===== src/rtl/muldiv_pkg.sv =====
// Shared encodings for the iterative multiply/divide unit.
package muldiv_pkg;

   // Controller state; doubles as the alu_status encoding seen by hazard logic.
   typedef enum logic [1:0] {
      ST_IDLE = 2'b00,
      ST_DONE = 2'b01,
      ST_RUN  = 2'b10,
      ST_LOAD = 2'b11
   } state_e;

   // Operation select.
   typedef enum logic [1:0] {
      OP_MUL   = 2'b00,
      OP_MULHU = 2'b01,
      OP_DIVU  = 2'b10,
      OP_REMU  = 2'b11
   } op_e;

   // Quotient returned for a zero divisor.
   localparam logic [15:0] DIV0_QUOT = 16'hFFFF;

   // True for the two divide-class operations.
   function automatic logic is_div_op(input op_e op_v);
      return (op_v == OP_DIVU) || (op_v == OP_REMU);
   endfunction

endpackage


===== src/rtl/muldiv_step.sv =====
// One iteration of the shared datapath.
// Multiply: {hi,lo} holds {partial product, remaining multiplier}; add the
//   multiplicand into hi when lo[0] is set, then shift the pair right.
// Divide: {hi,lo} holds {partial remainder, dividend/quotient}; shift the
//   pair left, trial-subtract the divisor and keep the result on no borrow.
module muldiv_step #(
   parameter int XLEN = 16
) (
   input  logic            is_div_i,
   input  logic [XLEN-1:0] hi_i,
   input  logic [XLEN-1:0] lo_i,
   input  logic [XLEN-1:0] opnd_i,
   output logic [XLEN-1:0] hi_o,
   output logic [XLEN-1:0] lo_o
);

   logic [XLEN:0] sum_s;
   logic [XLEN:0] shl_s;
   logic [XLEN:0] diff_s;

   // Compute both candidate steps and select by operation class.
   always_comb begin
      sum_s  = {1'b0, hi_i} + (lo_i[0] ? {1'b0, opnd_i} : {(XLEN+1){1'b0}});
      shl_s  = {hi_i, lo_i[XLEN-1]};
      diff_s = shl_s - {1'b0, opnd_i};
      hi_o   = hi_i;
      lo_o   = lo_i;
      if (is_div_i) begin
         // Partial remainder is always below the divisor, so bit XLEN of the
         // difference is set only when the trial subtraction borrowed.
         if (!diff_s[XLEN]) begin
            hi_o = diff_s[XLEN-1:0];
            lo_o = {lo_i[XLEN-2:0], 1'b1};
         end else begin
            hi_o = shl_s[XLEN-1:0];
            lo_o = {lo_i[XLEN-2:0], 1'b0};
         end
      end else begin
         hi_o = sum_s[XLEN:1];
         lo_o = {sum_s[0], lo_i[XLEN-1:1]};
      end
   end

endmodule


===== src/rtl/muldiv_unit.sv =====
// Iterative 16-bit multiply/divide unit with status-driven stall interface.
module muldiv_unit
   import muldiv_pkg::*;
#(
   parameter int XLEN = 16,
   parameter int ITER = 16
) (
   input  logic            clk,
   input  logic            rst_n,
   input  logic            start,
   input  logic [1:0]      op,
   input  logic [XLEN-1:0] src_a,
   input  logic [XLEN-1:0] src_b,
   input  logic [3:0]      rd_in,
   input  logic            flush,
   output logic [1:0]      alu_status,
   output logic [XLEN-1:0] result,
   output logic [3:0]      rd_out,
   output logic            wb_en
);

   localparam int CW = $clog2(ITER);

   state_e          state_q, state_d;
   op_e             op_q, op_d;
   logic [XLEN-1:0] a_q, a_d;
   logic [XLEN-1:0] b_q, b_d;
   logic [XLEN-1:0] hi_q, hi_d;
   logic [XLEN-1:0] lo_q, lo_d;
   logic [XLEN-1:0] result_q, result_d;
   logic [CW-1:0]   cnt_q, cnt_d;
   logic [3:0]      rd_q, rd_d;
   logic            wb_q, wb_d;

   logic            is_div_s;
   logic            div0_s;
   logic            last_s;
   logic            accept_s;
   logic [XLEN-1:0] opnd_s;
   logic [XLEN-1:0] step_hi_s;
   logic [XLEN-1:0] step_lo_s;

   assign is_div_s = is_div_op(op_q);
   assign opnd_s   = is_div_s ? b_q : a_q;
   assign div0_s   = is_div_s && (b_q == {XLEN{1'b0}});
   assign last_s   = (cnt_q == CW'(ITER - 1));
   // New work is taken only when the unit is free; flush always wins.
   assign accept_s = start && !flush && ((state_q == ST_IDLE) || (state_q == ST_DONE));

   muldiv_step #(.XLEN(XLEN)) u_step (
      .is_div_i (is_div_s),
      .hi_i     (hi_q),
      .lo_i     (lo_q),
      .opnd_i   (opnd_s),
      .hi_o     (step_hi_s),
      .lo_o     (step_lo_s)
   );

   // Next-state logic for the IDLE/LOAD/RUN/DONE controller.
   always_comb begin
      state_d = state_q;
      case (state_q)
         ST_IDLE: begin
            if (start) state_d = ST_LOAD;
            else       state_d = ST_IDLE;
         end
         ST_LOAD: begin
            if (div0_s) state_d = ST_DONE;
            else        state_d = ST_RUN;
         end
         ST_RUN: begin
            if (last_s) state_d = ST_DONE;
            else        state_d = ST_RUN;
         end
         ST_DONE: begin
            if (start) state_d = ST_LOAD;
            else       state_d = ST_IDLE;
         end
         default: state_d = ST_IDLE;
      endcase
      if (flush) state_d = ST_IDLE;
      else       state_d = state_d;
   end

   // Operand capture, iteration datapath and registered output staging.
   always_comb begin
      op_d     = op_q;
      a_d      = a_q;
      b_d      = b_q;
      rd_d     = rd_q;
      hi_d     = hi_q;
      lo_d     = lo_q;
      cnt_d    = cnt_q;
      result_d = result_q;
      wb_d     = (state_d == ST_DONE);

      if (accept_s) begin
         op_d = op_e'(op);
         a_d  = src_a;
         b_d  = src_b;
         rd_d = rd_in;
      end else if (flush) begin
         rd_d = 4'd0;
      end else begin
         rd_d = rd_q;
      end

      if (state_q == ST_LOAD) begin
         hi_d  = {XLEN{1'b0}};
         lo_d  = is_div_s ? a_q : b_q;
         cnt_d = {CW{1'b0}};
      end else if (state_q == ST_RUN) begin
         hi_d  = step_hi_s;
         lo_d  = step_lo_s;
         cnt_d = cnt_q + CW'(1);
      end else begin
         hi_d  = hi_q;
         lo_d  = lo_q;
         cnt_d = cnt_q;
      end

      // The final RUN step is folded straight into the result register.
      if (state_d == ST_DONE) begin
         if (state_q == ST_LOAD) begin
            result_d = (op_q == OP_DIVU) ? DIV0_QUOT : a_q;
         end else begin
            case (op_q)
               OP_MUL:   result_d = step_lo_s;
               OP_MULHU: result_d = step_hi_s;
               OP_DIVU:  result_d = step_lo_s;
               OP_REMU:  result_d = step_hi_s;
               default:  result_d = result_q;
            endcase
         end
      end else begin
         result_d = result_q;
      end
   end

   // State and datapath registers with asynchronous clear.
   always_ff @(posedge clk or negedge rst_n) begin
      if (!rst_n) begin
         state_q  <= ST_IDLE;
         op_q     <= OP_MUL;
         a_q      <= {XLEN{1'b0}};
         b_q      <= {XLEN{1'b0}};
         hi_q     <= {XLEN{1'b0}};
         lo_q     <= {XLEN{1'b0}};
         cnt_q    <= {CW{1'b0}};
         rd_q     <= 4'd0;
         result_q <= {XLEN{1'b0}};
         wb_q     <= 1'b0;
      end else begin
         state_q  <= state_d;
         op_q     <= op_d;
         a_q      <= a_d;
         b_q      <= b_d;
         hi_q     <= hi_d;
         lo_q     <= lo_d;
         cnt_q    <= cnt_d;
         rd_q     <= rd_d;
         result_q <= result_d;
         wb_q     <= wb_d;
      end
   end

   assign alu_status = state_q;
   assign result     = result_q;
   assign rd_out     = rd_q;
   assign wb_en      = wb_q;

endmodule


===== config.mk =====
export PLATFORM = sky130hd
export DESIGN_NAME = muldiv_unit
export DESIGN_NICKNAME = d
export VERILOG_FILES = /design/src/rtl/muldiv_pkg.sv /design/src/rtl/muldiv_step.sv /design/src/rtl/muldiv_unit.sv
export SDC_FILE = /design/constraint.sdc
export NUM_CORES = 1
export LEC_CHECK = 0
export ABC_AREA = 1
export CORE_UTILIZATION = 25
export CTS_CLUSTER_DIAMETER = 100
export DETAILED_ROUTE_END_ITERATION = 7
export GPL_ROUTABILITY_DRIVEN = 0
export GPL_TIMING_DRIVEN = 1
export SLEW_MARGIN = 10
export SYNTH_ARGS = -nofsm -noshare
export SYNTH_HDL_FRONTEND = slang
export SYNTH_SLANG_ARGS = --single-unit

===== constraint.sdc =====
create_clock -name clk -period 3.2 [get_ports clk]
set_clock_uncertainty 0.1 [all_clocks]
set_input_delay 0.64 -clock clk [delete_from_list [all_inputs] [get_ports clk]]
set_output_delay 0.64 -clock clk [all_outputs]
set_load 0.1 [all_outputs]

# --- Word level (Yosys, flattened, before mapping) ---
# Cells that the tools add are included.
# Widths: inputs -> output; s select.
op_classes:
  add_sub_neg: 3
  multipliers: 0
  div: 0
  n_lt_le_gt_ge: 0
  n_eq_ne: 8
  n_shift: 0
  mux: 23
  bitwise_logic: 0
  n_reduce_logical: 14
op_table:
  columns: ["op", "count"]
  rows:
  - ["$mux 16", 12]
  - ["$pmux 16 s2", 1]
  - ["$add 16x17->17", 1]
  - ["$sub 17x16->17", 1]
  - ["$logic_not 16->1", 1]
  - ["$mux 4", 4]
  - ["$eq 2x2->1 const B", 4]
  - ["$mux 2", 4]
  - ["$eq 2x1->1 const B", 3]
  - ["$pmux 2 s3", 1]
  - ["$reduce_or 2->1", 3]
  - ["$add 4x1->4 const B", 1]
  - ["$eq 4x4->1 const B", 1]
  - ["$logic_not 2->1", 2]
  - ["$reduce_bool 2->1", 2]
  - ["$logic_and 1x1->1", 3]
  - ["$logic_or 1x1->1", 2]
  - ["$logic_not 1->1", 1]
  - ["$mux 1", 1]
totals:
  register_bits: 93
  latchBits: 0
  mem_bits_rw: 0
  romBits: 0
  input_bits: 42
  out_inout_bits: 23
  memories: 0

# --- Depth between registers and ports, before layout ---
# Gate-level depths: netlist of the first run.
depth:
  depth_word: 8
  mapped_depth: 24
  ltp_nobuf: 21

# --- By module ---
# A second synthesis of the first run with hierarchy kept.
unflattened:
  hier_cells: 1074
  area_unflattened_um2: 7173.1
modules_own_cells:
  columns: ["mod", "instances", "cells_per_inst", "area_each_um2", "seq_area_each_um2"]
  rows:
  - ["muldiv_unit", 1, 539, 4454.3, 2327.2]
  - ["muldiv_step", 1, 535, 2718.9, 0.0]

# --- Worst setup path after synthesis of the first run ---
# OpenSTA, ideal clock, no wires.
synth_path:
  kind: "reg2reg"
  startpoint: "register op_q[1]"
  endpoint: "register result_q[1] (netlist: result[1])"
  setup_ns: 0.120
  arrival_time_ns: 2.755
  required_time_ns: 2.980
  setup_slack_ns: 0.225
  stages_incl_launch_ff: 25
  path_buffers: 4
  synth_period_minus_slack_ns: 2.975
  cell_sequence: "dfrtp_1 -> buf_2 -> buf_1 -> clkbuf_1 -> nand2_1 -> nand2_1 -> ha_1 -> fa_1 -> inv_1 -> nand2_1 -> nand2_1 -> nand3_1 -> nand2_1 -> nand2_1 -> nand2_1 -> nand2_2 -> nand2_2 -> buf_6 -> nand2_1 -> nand3_1 -> nand2_1 -> nand2_1 -> nand2_1 -> nand2_1 -> nand2_1"
synth_via:
  elab_chain_len: 8
  word_cells_on_any_way: 22
synth_rtl:
  columns: ["item", "line_no", "rtl"]
  rows:
  - ["start: declaration", "muldiv_unit.sv:25", "op_e op_q, op_d;"]
  - ["start signal: assignment", "muldiv_unit.sv:155", "op_q <= op_d;"]
  - ["$eq 2x2->1, on equally long branches", "muldiv_pkg.sv:25, muldiv_unit.sv:125, muldiv_unit.sv:127", null]
  - ["$logic_or 1x1->1", "muldiv_pkg.sv:25", "return (op_v == OP_DIVU) || (op_v == OP_REMU);"]
  - ["$mux 16", "muldiv_unit.sv:44", "assign opnd_s = is_div_s ? b_q : a_q;"]
  - ["$mux 16 / $sub 17x16->17 (equally long branches)", "muldiv_step.sv:23, muldiv_step.sv:25", null]
  - ["$add 16x17->17 / $mux 16 (equally long branches)", "muldiv_step.sv:23, muldiv_step.sv:31", null]
  - ["$mux 16", "muldiv_step.sv:28", "if (is_div_i) begin"]
  - ["$pmux 16 s2", "muldiv_unit.sv:127", "case (op_q)"]
  - ["$mux 16", "muldiv_unit.sv:124", "if (state_q == ST_LOAD) begin"]
  - ["end signal: assignment", "muldiv_unit.sv:151", "result_q <= {XLEN{1'b0}};"]
  - ["end signal: assignment", "muldiv_unit.sv:162", "result_q <= result_d;"]
  - ["end: declaration", "muldiv_unit.sv:30", "logic [XLEN-1:0] result_q, result_d;"]
# Several ways; a longest one is shown, not always the timed one.
# A chain may end at the register's enable or synchronous reset.

# --- Final worst setup path of the first run ---
layout_path:
  startpoint: "register op_q[1]"
  endpoint: "register result_q[3] (netlist: result[3])"
# The elaborated chain is that of the path after synthesis.

==> key figures, run 1 <==
Synthesis
  • Main synth FF type: dfrtp_1
  • Synthesis Warnings: 0
  • Post-synthesis sequential area ratio: 0.337
  • Number of synthesized flops with an enable pin: 0
  • Post-synth top area cell: dfrtp_1
  • Post-synthesis cell count: approximately 1000
  • Async S/R FF share, synth: 1.00
  • Post-Syn Nets: about 1100
  • Synth Cell Area: 6910 µm²
  • Synth top area cells: dfrtp_1, nand2_1, nand3_1
  • FF+latch count, synth: 93
  • Post-synth top area share: 0.337
  • Mean Syn Cell Area: ~6.6 µm²
  • Post-synth cell types: 42

Clocking
  • Number of CTS-inserted buffers: 9
  • H-tree lvl count: 3
  • CTS tree: done
  • Clock root buffer master: clkbuf_16
  • Clock buffer depth: 2
  • CTS sink count: a little over 90
  • CTS Hold Bufs: 0
  • Worst-path clk slew: approximately 0.07 ns
  • Clk_lat worst skew: 0.34 ns

Critical path
  • Worst setup path endpoint: result[3]$_DFFE_PN0P_
  • Most used cell, CP: nand2_1
  • R2r startpoint: op_q[1]$_DFFE_PN0P_
  • Crit Reg-Reg Endpoint: result[3]$_DFFE_PN0P_
  • Arr. time, crit path: 3.15 ns
  • Setup CP Type: flip-flop to flip-flop
  • FF-to-FF path depth: 21
  • Crit start category: flip-flop
  • Crit path launch: op_q[1]$_DFFE_PN0P_
  • Register-to-Register Setup Slack: roughly 0.18 ns
  • Crit-path max FO: 41
  • Crit end category: flip-flop
  • CP cell instances: buf_12 -> nand2_1 -> o21ai_0 -> buf_4 -> ha_1 -> nand2_2 -> inv_1 -> nand2_1 -> nand2_1 -> a21oi_2 -> nand2_1 -> nand2_2 -> nand2_4 -> buf_4 -> buf_4 -> nand2_1 -> nand3_1 -> nand3_1 -> nand2_1 -> nand2_1 -> nand2_1
  • Req. time, crit path: ~3.3 ns
  • Crit-path max cell delay: roughly 0.46 ns
  • Slowest stage cell, crit path: dfrtp_2

Die
  • Die width: roughly 170 µm
  • Die H: between 150 and 200 µm
  • Die Area: 28300 µm²
  • Total I/O pin count: 65
  • Core Region: 27000 µm²
  • Starting Density: 0.256
  • Num rows: 60

Layout
  • Share of cells above drive strength 1: 0.131
  • Filler cell count: roughly 3000
  • Layout area overhead: 23.2%
  • Commonest non-fill, non-tap cell in the layout: nand2_1
  • Final nets: about 1200
  • Footprint of the multi-input gates: roughly 4000 µm²
  • Diodes inserted: 0
  • Finished Core Util: 0.315
  • Most frequent cells in the layout: nand2_1, inv_1, nand3_1
  • Sequential cell area: ~2300 µm²

Detailed routing
  • Final WL: between 20000 and 25000 µm
  • Detailed Route Iter0 Violations: 444
  • Via Count: about 7000
  • DRT antenna net count: 0
  • DR vias/cell: 4.84
  • Residual DRC: 0
  • WL/cell: approximately 15 µm
  • First-pass DRT Iterations: 6

Power
  • PwrDens: roughly 940 nW/µm²
  • Leakage power: 0.00441 µW
  • Worst vdd ir: slightly above 0.5 mV
  • Design Power: 8010 µW

Timing
  • Fmax: around 330 MHz
  • Final Hold Slack: around 0.20 ns
  • Final worst-path cycle share: 0.944
  • Final hold violations: 0
  • Final setup violation count: 0
  • Max Slew Vio Count: 0
  • Post-route minimum period: approximately 3.0 ns
  • Rel. slew slack: 0.123
  • Worst Tran Pin Value: between 1 and 1.5 ns

Global routing
  • Initial antenna violation count: 0
  • All-layer global routing usage: 0.159
  • GR Overflow Total: 0
  • First-pass GRT wire length: 36000 µm
  • Largest net degree at the start of global routing: 50
  • Vias in the first global route: 6888

Placed design
  • DP HPWL: approximately 17000 µm
  • Port Buf Inserts: 64

Min path
  • Hold Crit Class: input port to async pin

Job
  • Max-cap violations: 0

Run status
  • Status: finished clean
[worst min-delay path by stage]
stage / start / depth (start not counted) / to / slack [ns]
floorplan: rst_n / 0 / a_q[0]$_DFFE_PN0P_ / 0.24
global placement: result[6]$_DFFE_PN0P_ / 2 / result[6]$_DFFE_PN0P_ / 0.37
detailed placement: result[14]$_DFFE_PN0P_ / 2 / result[14]$_DFFE_PN0P_ / 0.37
CTS: rst_n / 1 / a_q[11]$_DFFE_PN0P_ / 0.22
global route: rst_n / 1 / a_q[11]$_DFFE_PN0P_ / 0.24
finish: rst_n / 1 / a_q[11]$_DFFE_PN0P_ / 0.20
[logic make-up (layout without fill, tap and decap cells)]
logic type / after synthesis / count (layout) / share of synthesized area
compound gates: 156 / 156 / 0.121
xor+xnor: 7 / 7 / 0.00888
fa+ha+maj: 35 / 35 / 0.0656
buf+inv: 153 / 244 / 0.0893
flops: 93 / 93 / 0.337
mux: 12 / 12 / 0.0196
simple gates: 587 / 587 / 0.358
[metrics by stage]
step | area, µm² | std cells | TNS, ns | setup WS [ns]
detailed placement | 8100 | 1452 | -0.0582 | -0.0218
finish | 8510 | 1475 | 0 | 0.179
global route | 8510 | 1475 | -0.0554 | -0.0415
CTS | 8370 | 1467 | 0 | 0.119
floorplan | 6910 | 1043 | 0 | 0.225
global placement | 8100 | 1452 | -0.0701 | -0.0306
[critical path: cells and delay by family, from the launching register on]
family,cells,cell delay (ns)
buffers and inverters,5,0.71
adders and majority gates,1,0.32
AOI/OAI and AO/OA,2,0.28
and+or+nand+nor,13,1.04
DFF,1,0.46
[registers in the layout, indices dropped and copies added (netlist names)]
name        count
hi_q           16
alu_status      2
b_q            16
lo_q           16
cnt_q           4
a_q            16
wb_en           1
rd_out          4
result         16
op_q            2
[cell type report]
cell class / instances / share of cell area
well taps: 341 / 0.0501
clock buffers: 10 / 0.0269
flip-flops and latches: 93 / 0.274
inverters: 111 / 0.0491
multi-input cells: 797 / 0.475
repair buffers: 118 / 0.121
clock inverters: 5 / 0.00441
[Yosys cell counts, drive strengths merged, types with 4 or more instances]
cell / count
dfrtp: 93
nand4: 7
nor3: 25
nor2: 88
o211ai: 4
clkbuf: 24
inv: 108
ha: 33
xor2: 4
o21ai: 54
buf: 18
nand2: 353
nand3: 105
mux2: 12
a21oi: 84
[routing by layer]
layer,GRT usage,part of all wire,up-vias
met5,0,0,-
met4,0.0648,0.033,0
met3,0.0148,0.043,33
met2,0.258,0.46,211
met1,0.216,0.47,3355
li1,-,-,3547
[where the power goes]
group / total, µW / internal (µW) / switching, µW / leakage [µW]
Clock: 990 / 526 / 465 / 0.000125
Combinational: 5110 / 1760 / 3350 / 0.00315
Sequential: 1910 / 1530 / 385 / 0.00113
[timing repair]
action,CTS,global route
resized for setup,3,19
setup endpoints to repair,4,21
setup buffers,0,8
pin swaps,0,5
Note: power is estimated with default switching activity, not from simulation.
==> inputs of run 2 (changes only) <==
--- a/config.mk
+++ b/config.mk
@@ -11,6 +11,7 @@
 export DETAILED_ROUTE_END_ITERATION = 7
 export GPL_ROUTABILITY_DRIVEN = 0
 export GPL_TIMING_DRIVEN = 1
+export PLACE_DENSITY_LB_ADDON = 0.12
 export SLEW_MARGIN = 10
 export SYNTH_ARGS = -nofsm -noshare
 export SYNTH_HDL_FRONTEND = slang
==> key figures, run 2 (synthesis results as in run 1) <==
Layout
  • Share of cells above drive strength 1: 0.156 (+0.0258)
  • Layout area overhead: 27.5%
  • Most frequent cells in the layout: nand2_1, buf_4, inv_1, nand3_1, dfrtp_1
  • Commonest non-fill, non-tap cell in the layout: nand2_1
  • Final nets: 1243 (+3.0%)
  • Sequential cell area: 2330 µm² (unchanged)
  • Final instance area: 8810 µm² (+3.5%)
  • Diodes inserted: 0 (unchanged)
  • Finished Layout Cells: 1512 (+2.5%)
  • Filler cell count: 3049 (+1.4%)
  • Footprint of the multi-input gates: 4000 µm² (-1.1%)

Clocking
  • Clk_lat worst skew: 0.35 ns (about the same)
  • Clock root buffer master: clkbuf_16
  • CTS sink count: 93 (unchanged)
  • CTS Hold Bufs: 0 (unchanged)
  • Worst-path clk slew: 0.07 ns (about the same)
  • Clock buffer depth: 2 (unchanged)
  • H-tree lvl count: 3 (unchanged)
  • Number of CTS-inserted buffers: 9 (unchanged)
  • CTS tree: done

Detailed routing
  • Residual DRC: 0 (unchanged)
  • DR vias/cell: 4.63 (-4.5%)
  • WL/cell: 16.4 µm (+9.8%)
  • First-pass DRT Iterations: 5 (-1)
  • Detailed Route Iter0 Violations: 507 (+14%)
  • DRT antenna net count: 0 (unchanged)
  • Via Count: 6996 (-2.1%)
  • Final WL: 24800 µm (+13%)

Run status
  • Status: finished clean

Global routing
  • First-pass GRT wire length: 39600 µm (+10%)
  • All-layer global routing usage: 0.182 (+0.0235)
  • Initial antenna violation count: 0 (unchanged)
  • GR Overflow Total: 0 (unchanged)
  • Largest net degree at the start of global routing: 52 (+4.0%)
  • Vias in the first global route: 7079 (+2.8%)

Job
  • Max-cap violations: 0 (unchanged)

Timing
  • Max Slew Vio Count: 0 (unchanged)
  • Fmax: 335 MHz (+1.1%)
  • Post-route minimum period: 2.99 ns (-0.0327 ns)
  • Worst Tran Pin Value: 0.747 ns (-0.563 ns)
  • Rel. slew slack: 0.502 (+0.379)
  • Final Hold Slack: 0.255 ns (+0.0598 ns)
  • Final hold violations: 0 (unchanged)
  • Final setup violation count: 0 (unchanged)
  • Final worst-path cycle share: 0.934 (-0.0102)

Die
  • Die width: 168 µm (unchanged)
  • Die H: 168 µm (unchanged)
  • Core Region: 27000 µm² (unchanged)
  • Total I/O pin count: 65 (unchanged)
  • Starting Density: 0.256 (unchanged)
  • Die Area: 28300 µm² (unchanged)
  • Num rows: 60 (unchanged)

Placed design
  • DP HPWL: 19800 µm (+15%)
  • Port Buf Inserts: 64 (unchanged)
  • Placed standard-cell area: 8450 µm² (+4.3%)
  • DP Cell Count: 1493 (+2.8%)

Critical path
  • Crit-path max FO: 30 (-27%)
  • Crit-path max cell delay: 0.44 ns (-0.02 ns)
  • Crit end category: flip-flop
  • Arr. time, crit path: 3.18 ns (+0.03 ns)
  • Most used cell, CP: nand2_1
  • CP cell instances: buf_12 -> buf_4 -> nand2_1 -> o21ai_1 -> buf_4 -> ha_1 -> nand2_2 -> nor2_1 -> a21oi_2 -> nand3_2 -> buf_4 -> buf_4 -> nand3_1 -> nand3_1 -> nand2_1 -> nand2_1 -> nand2_1 -> nand2_1 -> nand2_1
  • Req. time, crit path: 3.39 ns (+0.06 ns)
  • Slowest stage cell, crit path: dfrtp_2
  • Crit start category: flip-flop
  • Setup CP Type: flip-flop to flip-flop

Power
  • Design Power: 8400 µW (+4.9%)
  • Leakage power: 0.00462 µW (+4.7%)
  • Worst vdd ir: 0.543 mV (+7.0%)
  • PwrDens: 954 nW/µm² (+1.3%)

Min path
  • Hold Crit Class: input port to async pin
==> run 2: worst max-delay path, delay by kind of cell (launching register included) <==
family | cells | cell delay (ns)
AOI/OAI and AO/OA | 2 | 0.34
adders and majority gates | 1 | 0.30
buffers and inverters | 5 | 0.85
DFF | 1 | 0.44
and+or+nand+nor | 11 | 0.88
==> run 2: cell type report <==
class | count | area share
clock buffer | 11 | 0.0276
clock inverter | 5 | 0.00668
inverter | 111 | 0.0474
tap | 341 | 0.0484
sequential | 93 | 0.264
timing repair buffer | 154 | 0.152
multi-input combinational | 797 | 0.454
==> run 2: worst paths after layout <==
path | from | to | slack (ns) | cells after the start
worst max-delay path | op_q[1]$_DFFE_PN0P_ | result[10]$_DFFE_PN0P_ | 0.21 | 19
worst min-delay path | rst_n | a_q[6]$_DFFE_PN0P_ | 0.26 | 1
worst max register to register | op_q[1]$_DFFE_PN0P_ | result[10]$_DFFE_PN0P_ | 0.21 | 19
worst min register to register | result[5]$_DFFE_PN0P_ | result[5]$_DFFE_PN0P_ | 0.39 | 2
max in group asynchronous | rst_n | lo_q[15]$_DFFE_PN0P_ | 2.13 | 2
min in group clk | result[5]$_DFFE_PN0P_ | result[5]$_DFFE_PN0P_ | 0.39 | 2
==> run 2: stage by stage <==
step | TNS [ns] | util | setup WS (ns)
final | 0 | 0.326 | 0.212
after global routing | -0.0195 | 0.326 | -0.0140
after CTS | 0 | 0.324 | 0.0298
after detailed placement | -0.0504 | 0.313 | -0.0432
after global placement | 0 | 0.313 | 0.0212
after floorplan | 0 | - | 0.225
==> run 2: metal layers <==
layer / routed length, µm / share of wire / vias to the layer above / GRT usage
li1: - / - / 3618 / -
met1: 12000 / 0.48 / 3252 / 0.254
met2: 11700 / 0.47 / 113 / 0.308
met3: 747 / 0.030 / 13 / 0.0118
met4: 303 / 0.012 / 0 / 0.0415
met5: 0 / 0 / - / 0
==> run 2: where the power goes <==
group          total (µW)  leakage [µW]  switching [µW]  internal (µW)
Clock                1110      0.000142             476            629
Combinational        5420       0.00334            3500           1920
Sequential           1880       0.00113             350           1530
Total                8400       0.00462            4320           4080
==> run 2: timing repair <==
| action | 4_1_cts | 5_1_grt |
|---|---|---|
| setup buffers | 0 | 3 |
| pin swaps | 0 | 1 |
| endpoints found under the setup margin | 2 | 25 |
| gates resized for setup | 1 | 18 |
==> inputs of run 3 (changes only) <==
--- a/config.mk
+++ b/config.mk
@@ -12,6 +12,7 @@
 export GPL_ROUTABILITY_DRIVEN = 0
 export GPL_TIMING_DRIVEN = 1
 export PLACE_DENSITY_LB_ADDON = 0.12
+export RECOVER_POWER = 25
 export SLEW_MARGIN = 10
 export SYNTH_ARGS = -nofsm -noshare
 export SYNTH_HDL_FRONTEND = slang
==> key figures, run 3 (synthesis results as in run 1) <==
Layout
  • Layout area overhead: 27.3%
  • Share of cells above drive strength 1: 0.155 (-0.000854)
  • Most frequent cells in the layout: nand2_1, buf_4, inv_1, nand3_1, dfrtp_1
  • Commonest non-fill, non-tap cell in the layout: nand2_1
  • Final instance area: 8790 µm² (-0.21%)
  • Finished Layout Cells: 1512 (unchanged)
  • Final nets: 1243 (unchanged)
  • Diodes inserted: 0 (unchanged)

Min path
  • Hold Crit Class: flip-flop to flip-flop
  • Min-Delay Startpoint: result[5]$_DFFE_PN0P_
  • Hold Path Depth: 2
  • Hold endpoint: result[5]$_DFFE_PN0P_

Detailed routing
  • Residual DRC: 0 (unchanged)
  • DRT antenna net count: 0 (unchanged)
  • First-pass DRT Iterations: 5 (unchanged)
  • Via Count: 7003 (+0.10%)
  • DR vias/cell: 4.63 (+0.10%)
  • WL/cell: 16.4 µm (about the same)
  • Final WL: 24800 µm (about the same)
  • Detailed Route Iter0 Violations: 506 (-0.20%)

Clocking
  • CTS sink count: 93 (unchanged)
  • Clock root buffer master: clkbuf_16
  • CTS tree: done
  • Clk_lat worst skew: 0.35 ns (about the same)
  • CTS Hold Bufs: 0 (unchanged)
  • H-tree lvl count: 3 (unchanged)
  • Number of CTS-inserted buffers: 9 (unchanged)
  • Worst-path clk slew: 0.07 ns (about the same)
  • Clock buffer depth: 2 (unchanged)

Placed design
  • DP Cell Count: 1493 (unchanged)
  • DP HPWL: 19800 µm (unchanged)
  • Placed standard-cell area: 8450 µm² (unchanged)
  • Port Buf Inserts: 64 (unchanged)

Global routing
  • All-layer global routing usage: 0.182 (unchanged)
  • Largest net degree at the start of global routing: 52 (unchanged)
  • GR Overflow Total: 0 (unchanged)
  • First-pass GRT wire length: 39600 µm (unchanged)
  • Vias in the first global route: 7079 (unchanged)
  • Initial antenna violation count: 0 (unchanged)

Timing
  • Fmax: 335 MHz (about the same)
  • Final setup violation count: 0 (unchanged)
  • Post-route minimum period: 2.99 ns (-0.000202 ns)
  • Final hold violations: 0 (unchanged)
  • Worst Tran Pin Value: 1.42 ns (+0.678 ns)
  • Max Slew Vio Count: 0 (unchanged)
  • Final worst-path cycle share: 0.934 (about the same)
  • Final Hold Slack: 0.386 ns (+0.130 ns)
  • Rel. slew slack: 0.0501 (-0.452)

Critical path
  • Crit-path max FO: 30 (unchanged)
  • Crit Reg-Reg Endpoint: result[10]$_DFFE_PN0P_
  • Setup CP Type: flip-flop to flip-flop
  • Crit end category: flip-flop
  • Req. time, crit path: 3.39 ns (about the same)
  • Arr. time, crit path: 3.18 ns (about the same)
  • FF-to-FF path depth: 19 (unchanged)
  • R2r startpoint: op_q[1]$_DFFE_PN0P_
  • Crit start category: flip-flop
  • Register-to-Register Setup Slack: 0.21 ns (about the same)

Job
  • Max-cap violations: 0 (unchanged)

Power
  • Leakage power: 0.00461 µW (-0.19%)
  • PwrDens: 956 nW/µm² (+0.19%)
  • Worst vdd ir: 0.543 mV (about the same)

Run status
  • Status: finished clean

Die
  • Starting Density: 0.256 (unchanged)
  • Die width: 168 µm (unchanged)
  • Total I/O pin count: 65 (unchanged)
  • Die Area: 28300 µm² (unchanged)
  • Die H: 168 µm (unchanged)
  • Num rows: 60 (unchanged)
  • Core Region: 27000 µm² (unchanged)
==> run 3: final cells by class <==
type	count	area (µm²)
Clock buffer	11	243
Clock inverter	5	58.8
Fill cell	3053	18200
Inverter	111	418
Multi-Input combinational cell	797	4000
Sequential cell	93	2330
Tap cell	341	427
Timing Repair Buffer	154	1320
==> run 3: worst max-delay path, cell delays in order (launching register included) <==
cell and delay (ns):
dfrtp_2 0.44, buf_12 0.17, buf_4 0.17, nand2_1 0.07
o21ai_1 0.09, buf_4 0.16, ha_1 0.30, nand2_2 0.11
nor2_1 0.05, a21oi_2 0.25, nand3_2 0.16, buf_4 0.20
buf_4 0.15, nand3_1 0.08, nand3_1 0.08, nand2_1 0.10
nand2_1 0.06, nand2_1 0.06, nand2_1 0.06, nand2_1 0.05
==> run 3: through the flow <==
step / TNS [ns] / util / total power (µW) / setup WS, ns
floorplan: 0 / - / 5310 / 0.225
global placement: 0 / 0.313 / 7280 / 0.0212
detailed placement: -0.0504 / 0.313 / 7250 / -0.0432
CTS: 0 / 0.324 / 8400 / 0.0298
global route: -0.0195 / 0.325 / 9120 / -0.0140
finish: 0 / 0.325 / 8400 / 0.212
==> run 3: worst max-delay path by stage <==
stage                             start                      to  slack [ns]
finish              op_q[1]$_DFFE_PN0P_  result[10]$_DFFE_PN0P_        0.21
global route        op_q[1]$_DFFE_PN0P_  result[14]$_DFFE_PN0P_       -0.01
CTS                 op_q[1]$_DFFE_PN0P_   result[0]$_DFFE_PN0P_        0.03
detailed placement  op_q[1]$_DFFE_PN0P_   result[0]$_DFFE_PN0P_       -0.04
global placement    op_q[1]$_DFFE_PN0P_   result[0]$_DFFE_PN0P_        0.02
floorplan           op_q[1]$_DFFE_PN0P_   result[1]$_DFFE_PN0P_        0.23
==> run 3: layer usage <==
metal	vias to the layer above	wire length, µm	GRT usage
met5	-	0	0
met2	117	11700	0.308
li1	3618	-	-
met3	13	763	0.0118
met4	0	303	0.0415
met1	3255	12000	0.254
==> run 3: power by group <==
part / switching [µW] / internal (µW) / total (µW)
Clock: 475 / 629 / 1100
Combinational: 3500 / 1920 / 5420
Sequential: 350 / 1530 / 1880
==> run 3: timing repair <==
action | 4_1_cts | 5_1_grt
setup buffers | 0 | 3
pin swaps | 0 | 1
endpoints found under the setup margin | 2 | 25
gates resized for setup | 1 | 18
==> RTL edit (settings of run 1) <==
Take the reset off `rd_q` and load it in a clocked block of its own.
--- a/src/rtl/muldiv_unit.sv
+++ b/src/rtl/muldiv_unit.sv
@@ -147,7 +147,6 @@
          hi_q     <= {XLEN{1'b0}};
          lo_q     <= {XLEN{1'b0}};
          cnt_q    <= {CW{1'b0}};
-         rd_q     <= 4'd0;
          result_q <= {XLEN{1'b0}};
          wb_q     <= 1'b0;
       end else begin
@@ -158,10 +157,13 @@
          hi_q     <= hi_d;
          lo_q     <= lo_d;
          cnt_q    <= cnt_d;
-         rd_q     <= rd_d;
          result_q <= result_d;
          wb_q     <= wb_d;
       end
+   end
+
+   always_ff @(posedge clk) begin
+      rd_q <= rd_d;
    end
 
    assign alu_status = state_q;
Function: changed (a bounded check fails within 4 cycles, from zero or initial values and one cycle with rst_n low).
==> RTL edit against run 1 <==
Worst setup slack got worse by 0.038 ns; worst hold slack better by 0.033 ns; routed wire length fell by 2.2%; critical path type unchanged; power down 0.21%; synthesized area is 0.38% lower; sequential cell count is the same; final area down 1.3%; via count fell by 3.8%.
==> RTL edit: results (changes against run 1) <==
| Metric | Value |
|---|---|
| Met2 routed wirelength | 10.0 mm (about the same) |
| Register-to-Register Path Depth | 14 (was 21) |
| Buffers, non-clock | 110 (was 118) |
| Non-clock buffer share | 11.7% (was 12.1%) |
| Metal1 wirelength | 9.96 mm (was 10.3 mm) |
| Fillers | 2942 (was 3008) |
| CLK BUF | 11 (was 10) |
| Non-clk invs | 128 (was 111) |
| EDFF count, synth | 4 (was 0) |
| Status | finished, final reports clean (unchanged) |
| Least-Margin Pin Slew | 1.21 ns (was 1.31 ns) |
| Async set-reset flop share out of synthesis | 95.7% (was 100%) |
| Total length of routed met3 wires | 1.19 mm (was 946 um) |
| DR pass1 iterations | 7 (was 6) |
| Worst-path maximum fanout | 39 (was 41) |
| Initial DRC Count | 578 (was 444) |
| Register area share after synthesis | 34.1% (was 33.7%) |
| Crit-path max cell delay | 0.51 ns (was 0.46 ns) |
| Vias | 6876 (was 7146) |
| GRT Util Overall | 15.7% (was 15.9%) |
| GR Layer Usage met1 | 21.5% (was 21.6%) |
| Area contributors post-synth | dfrtp_1, nand2_1, inv_1, ha_1, nand3_1 (was dfrtp_1, nand2_1, nand3_1, ha_1, a21oi_1) |
| Slowest cell on the critical path | o21ai_0 (was dfrtp_2) |
| Post-CTS Setup Bufs | 0 (unchanged) |
| DP HPWL | 16.6 mm (was 17.3 mm) |
| Synth-to-Final Area Change | 22.2% (was 23.2%) |
| Netlist cell types | 44 (was 42) |
| Seq area share | 27.9% (was 27.4%) |
| WL/cell | 14.9 um (about the same) |
| Area-dominant class | multi-input combinational cells (unchanged) |
| H-tree lvl count | 3 (unchanged) |
| Clock buf/inv share | 3.93% (was 3.13%) |
| Int Pwr | 3.93 mW (was 3.81 mW) |
| First-pass GRT wire length | 35.1 mm (was 36.0 mm) |
| Top Layer Used | met4 (unchanged) |
| Syn nets | 1098 (was 1120) |
| Vias in the first global route | 6572 (was 6888) |
| Routing usage on met3 | 1.83% (was 1.48%) |
| Nets@finish | 1177 (was 1207) |
| Largest net degree at the start of global routing | 53 (was 50) |
| Crit path DAT | 3.19 ns (was 3.15 ns) |
| Peak supply drop | 0.528 mV (was 0.508 mV) |
| Footprint of the multi-input gates | 3830 um^2 (was 4040 um^2) |
| Synth cell count leaders | nand2_1, inv_1, dfrtp_1, nor2_1, nand3_1 (was nand2_1, inv_1, nand3_1, dfrtp_1, a21oi_1) |
| Syn_area_per_cell | 6.74 um^2 (was 6.62 um^2) |
| CTS resizes | 0 (was 3) |
| M2 GR Usage | 26.0% (was 25.8%) |
| Leakage | 4.35 nW (was 4.41 nW) |
| HP Class | in2async (unchanged) |
| Worst-path clk slew | 0.06 ns |
| Share of layout cells above drive strength 1 | 10.6% (was 13.1%) |
| Placed cell area | 8070 um^2 (was 8100 um^2) |
| Multi-input combinational cell count | 758 (was 797) |
-- RTL edit: cell count changes after synthesis, sizes merged, moves of 5 or more --
cell    before  now
o211ai       4    9
o21ai       54   59
nand2      353  329
inv        108  124
nand3      105   86
-- RTL edit: power groups by stage --
stage               logic, mW  registers (mW)  clock network [mW]
floorplan                2.75            2.52                   0
global placement         4.76            1.96                   0
detailed placement       4.79            1.94                   0
CTS                      4.82            1.93                1.23
global route             5.39            1.98                1.29
finish                   4.85            1.93                1.22
-- RTL edit: logic make-up (layout without fill, tap and decap cells) --
group	count (synthesis)	count (layout)	share of synthesized area [%]
AO/OA/AOI/OAI	162	162	12.8
XOR/XNOR	8	8	1.02
adder cells (fa/ha/maj)	35	35	6.58
buffers and inverters	170	253	10.2
flip-flops	93	93	34.1
multiplexers	10	10	1.64
AND/OR/NAND/NOR	543	543	33.6
-- RTL edit: worst paths after layout --
kind                              endpoint  slack (ns)
worst min-delay path               b_q[12]        0.23
worst max register to register   result[1]        0.14
worst min register to register  result[11]        0.39
min in group clk                result[11]        0.39
max in group asynchronous         hi_q[10]        2.09
worst max-delay path             result[1]        0.14
-- RTL edit: stage by stage --
step / total power, mW / std cells / hold WS, ns / setup slack [ns] / utilization (%)
6_report: 8.00 / 1445 / 0.228 / 0.141 / 31.2
5_1_grt: 8.65 / 1445 / 0.291 / 0.0146 / 31.2
4_1_cts: 7.99 / 1445 / 0.260 / 0.127 / 31.2
3_5_place_dp: 6.74 / 1430 / 0.380 / 0.141 / 29.9
3_3_place_gp: 6.72 / 1430 / 0.373 / 0.168 / 29.9
2_1_floorplan: 5.27 / 1021 / 0.244 / 0.319 / -
